File: src/rtl/reg_scoreboard_pkg.sv
// rtl/reg_scoreboard_pkg.sv - shared sizing constants for the register scoreboard
package reg_scoreboard_pkg;
  localparam int SB_NUM_REGS = 32;
  localparam int SB_ADDR_W   = 5;
  localparam int SB_LAT_W    = 3;
endpackage

File: src/rtl/reg_scoreboard_sb_entry.sv
// rtl/reg_scoreboard_sb_entry.sv - one per-register latency countdown (near port with SCOREBOARD_FWD_EN)
module reg_scoreboard_sb_entry
  import reg_scoreboard_pkg::*;
#(
  parameter int LAT_W = SB_LAT_W
) (
  input  logic             clk,
  input  logic             rst,
  input  logic             clear,
  input  logic             load,
  input  logic [LAT_W-1:0] load_val,
`ifdef SCOREBOARD_FWD_EN
  output logic             near,
`endif
  output logic             busy
);

  logic [LAT_W-1:0] cnt;

  // Countdown: reset/clear first, then a fresh load beats the decrement, then count down to 0.
  always_ff @(posedge clk) begin
    if (rst || clear) begin
      cnt <= '0;
    end else if (load) begin
      cnt <= load_val;
    end else if (cnt != '0) begin
      cnt <= cnt - LAT_W'(1);
    end
  end

  assign busy = (cnt != '0);
`ifdef SCOREBOARD_FWD_EN
  // One cycle out: the result can be forwarded to a reader issuing now.
  assign near = (cnt == LAT_W'(1));
`endif

endmodule

File: src/rtl/reg_scoreboard.sv
// rtl/reg_scoreboard.sv - issue-stage RAW/WAW scoreboard; SCOREBOARD_FWD_EN enables forwarding-aware RAW check
module reg_scoreboard
  import reg_scoreboard_pkg::*;
#(
  parameter int NUM_REGS = SB_NUM_REGS,
  parameter int ADDR_W   = SB_ADDR_W,
  parameter int LAT_W    = SB_LAT_W
) (
  input  logic                clk,
  input  logic                rst,
  input  logic                flush,
  input  logic                issue_valid,
  input  logic [ADDR_W-1:0]   rs_add,
  input  logic [ADDR_W-1:0]   rt_add,
  input  logic [ADDR_W-1:0]   rd_add,
  input  logic                uses_rs,
  input  logic                uses_rt,
  input  logic                writes_rd,
  input  logic [LAT_W-1:0]    lat,
  output logic                stall,
  output logic                issue_accept,
  output logic [NUM_REGS-1:0] busy_mask,
  output logic                any_busy
);

  logic [NUM_REGS-1:0] busy;
  logic [NUM_REGS-1:0] blk;
  logic [LAT_W-1:0]    lat_eff;

  // A zero latency still needs one cycle before the result is usable.
  assign lat_eff = (lat == '0) ? LAT_W'(1) : lat;

  // Register 0 is hard-wired and never has a pending write.
  assign busy[0] = 1'b0;

`ifdef SCOREBOARD_FWD_EN
  logic [NUM_REGS-1:0] near;
  assign near[0] = 1'b0;
  // Sources one cycle from ready are covered by the bypass network.
  assign blk = busy & ~near;
`else
  assign blk = busy;
`endif

  for (genvar i = 1; i < NUM_REGS; i++) begin : g_entry
    logic ld;
    assign ld = issue_accept & writes_rd & (rd_add == ADDR_W'(i));
    reg_scoreboard_sb_entry #(.LAT_W(LAT_W)) u_entry (
      .clk      (clk),
      .rst      (rst),
      .clear    (flush),
      .load     (ld),
      .load_val (lat_eff),
`ifdef SCOREBOARD_FWD_EN
      .near     (near[i]),
`endif
      .busy     (busy[i])
    );
  end

  // Hazard detection: RAW on either used source, WAW on the destination.
  always_comb begin
    stall = issue_valid & ~flush &
            ((uses_rs & blk[rs_add]) | (uses_rt & blk[rt_add]) | (writes_rd & busy[rd_add]));
    issue_accept = issue_valid & ~stall & ~flush;
  end

  assign busy_mask = busy;
  assign any_busy  = |busy;

endmodule

File: config.mk
export PLATFORM = sky130hd
export DESIGN_NAME = reg_scoreboard
export DESIGN_NICKNAME = d
export VERILOG_FILES = /design/src/rtl/reg_scoreboard_pkg.sv /design/src/rtl/reg_scoreboard_sb_entry.sv /design/src/rtl/reg_scoreboard.sv
export SDC_FILE = /design/constraint.sdc
export NUM_CORES = 1
export LEC_CHECK = 0
export ABC_CLOCK_PERIOD_IN_PS = 3550
export CAP_MARGIN = 20
export CORE_ASPECT_RATIO = 2
export CORE_MARGIN = 2
export CORE_UTILIZATION = 23
export DETAILED_ROUTE_END_ITERATION = 8
export SLEW_MARGIN = 20
export SYNTH_ARGS = -nofsm -noshare
export SYNTH_HDL_FRONTEND = slang
export SYNTH_SLANG_ARGS = --single-unit
File: constraint.sdc
create_clock -name clk -period 3.55 [get_ports clk]
set_input_delay 0.355 -clock clk [delete_from_list [all_inputs] [get_ports clk]]
set_output_delay 0.355 -clock clk [all_outputs]
set_load 0.01 [all_outputs]
==> results.ini <==
[synthesis]
postSynthAreaPerCell_um2 = 8.058
async_reset_ff_share_pct = 0
yosys.area.top_type_share_pct = 26.50
synth.net_count = 959
yosysTopAreaCell = dfxtp_1
synth_seq_cells = 93
synthFlopType = dfxtp_1
syn_area_mm2 = 0.007027
synth_cell_types = 51
ys_warn_count = 0
synth_edf_count = 0
synthCells = 872
yosysSeqAreaShare_pct = 26.50
ys_top_cells_by_area = dfxtp_1 26%, mux2i_1 12%, ha_1 11%

[die]
die-area_mm2 = 0.03205
pin_count = 60
rows = 90
core_region_area_mm2 = 0.03018
die_w_um = 127.6
initial_core_util_pct = 23.28
die_y_um = 251.2

[timing]
fin_skew_ns = 0.006499
setup_viol = 0
final.setup.tns_ns = 0
fin_crit_ns = 3.385
grt_setup_unrepaired = false
worst_slew_pin_slew_ns = 0.6832
maxSlewViolCount = 0
hold_viol = 0
final.period_utilization_pct = 95.37
maxSlewHeadroom_pct = 54.35
max_freq_ghz = 0.2954

[setup_path]
slowest_stage = mux4_2
cp_num_buf_inv = 4
startpoint_type = register
path_cells = inv_1, ha_1, nor2b_1, buf_4, mux4_2, o21a_1, a211oi_4, a2111oi_4, buf_4, and3_1, dlygate4sd2_1
end_kind = output port
crit_path_frequent_cell = buf_4
cpPeakStageDelay_ns = 0.45
crit_path_max_fanout = 5
path_delay_family = buffers and inverters
crit_arrival_ns = 3.03
required_ns = 3.19
critPathKind = reg -> out

[clocking]
clkSinkCount = 93
ctsHoldBuffers = 0
cts-root-buf = clkbuf_16
clock_path_buffers = 2
numCtsBuffers = 9
htreeDepth = 3
clock_latency_ns = 0.37
cts_tree = built
clk_pin_slew_ns = 0.07

[drt]
wl_met2_mm = 11.96
dr.pass1.iters = 4
route.detailed.drc = 0
dr_wl_met3_um = 818
vias = 6088
drt-met1-wl_mm = 8.222
via_per_inst = 4.730
post_drt_wl_per_cell_um = 17.58
ant_nets = 0
wirelength_mm = 22.63
first_iter_violations = 260
top_layer = met4

[cells_and_area]
areaGrowthSynthToFinish_pct = 20.39
mostFrequentLayoutCells = 105 x nand2_1, 93 x dfxtp_1, 89 x inv_1, 83 x mux2i_1, 68 x nor2_1
final_cells = 1287
top_register = g_entry.u_entry.cnt
largest_register_ffs = 93
drive_above_1_share_pct = 13.60
reg_top3 = g_entry.u_entry.cnt x93
final-seq-area_mm2 = 0.001862
fillers = 3219
nets = 1002
diodes = 0
multiInputGateArea_mm2 = 0.004456
final_common_cell = nand2_1
finish.utilization_pct = 28.03

[global_route]
antenna_found_initial = 0
grt_max_degree = 81
grt_pass1_wl_mm = 34.83
grtUsageTotal_pct = 14.38
overflow = 0
grt_pass1_vias = 6360

[power]
p_leak_uw = 0.003722
powerDensity_mw_per_mm2 = 302.7
peakVddDrop_uv = 195.4

[placed_design]
port_buffers = 58
placed_cells = 1271
place.gp.congestion = 0.9564
dpl.hpwl_mm = 17.37

[min_path]
holdCritPathClass = reg -> reg

[flow_run]
cap_violations = 0

[run_status]
status = complete, no violations

[metrics by stage]
stage | power (uW) | instance area (um2) | hold slack (ns) | setup slack (ns)
after floorplan | 1435 | 7027 | 0.5159 | 0.5106
after global routing | 2670 | 8459 | 0.6064 | 0.06325
after detailed placement | 1661 | 8113 | 0.5510 | -0.05109
after global placement | 1656 | 8113 | 0.5352 | 0.03412
after CTS | 2580 | 8438 | 0.5712 | 0.03034
final | 2561 | 8459 | 0.5702 | 0.1645
[Yosys cell counts (3+ instances only)]
library cell / n
mux2i_1: 83
o211ai_1: 21
xnor2_1: 30
o21ai_1: 10
nand4_1: 8
nand2b_1: 12
nor2b_1: 34
buf_4: 32
mux4_2: 13
a21oi_1: 5
ha_1: 62
nand2_1: 105
o21a_1: 3
mux2_2: 14
clkbuf_1: 53
dfxtp_1: 93
inv_1: 89
nor3_1: 4
o21ai_0: 24
nor4_1: 4
nor2_1: 69
nand3_1: 44
a31oi_1: 4
o22ai_1: 18
[cell families (layout without fill, tap and decap cells)]
logic type | Yosys count | in the layout | share of synthesized area (%)
buffers and inverters | 180 | 227 | 11.36
AO/OA/AOI/OAI | 103 | 103 | 9.776
other | 1 | 1 | 0.05337
AND/OR/NAND/NOR | 293 | 293 | 19.30
adder cells (fa/ha/maj) | 62 | 62 | 11.04
flip-flops | 93 | 93 | 26.50
XOR/XNOR | 30 | 30 | 3.739
multiplexers | 110 | 110 | 18.23
[power by group]
| group | internal [uW] | switching (uW) |
|---|---|---|
| clock network | 488 | 421 |
| logic | 254 | 323 |
| registers | 1060 | 11.5 |
| total | 1810 | 755 |
[worst reg2reg max path: cells and delay by family (launching register included)]
family	cells	cell delay, ns
compound gates	3	0.80
fa+ha+maj	1	0.18
buf+inv	5	1.00
flops	1	0.32
mux	1	0.50
simple gates	2	0.31
[timing repair]
| action | in CTS | in global routing |
|---|---|---|
| gates resized for setup | 20 | 4 |
| setup buffers | 0 | 1 |
| endpoints found under the setup margin | 2 | 1 |
| pin swaps | 3 | 2 |
[area by class of cell]
cell class,instances,area share [%]
repair buffers,121,12.76
inverters,91,4.038
well taps,368,5.443
clock inverters,2,0.1183
flip-flops and latches,93,22.01
multi-input cells,599,52.67
clock buffers,13,2.958
[metal layers]
metal	track usage (%)	vias to the layer above
li1	-	2967
met1	13.86	2885
met2	26.66	169
met3	2.596	67
met4	10.58	0
met5	0	-
[path summary, 6_finish.rpt]
check,start,endpoint,slack [ns],cells past startpoint
hold / removal,g_entry[28].u_entry.cnt[2],g_entry[28].u_entry.cnt[2],0.57,2
setup / recovery,g_entry[22].u_entry.cnt[0],issue_accept,0.16,11
setup reg to reg,g_entry[30].u_entry.cnt[0],g_entry[31].u_entry.cnt[2],0.35,12
hold reg to reg,g_entry[28].u_entry.cnt[2],g_entry[28].u_entry.cnt[2],0.57,2
Note: power is estimated with default switching activity, not from simulation.
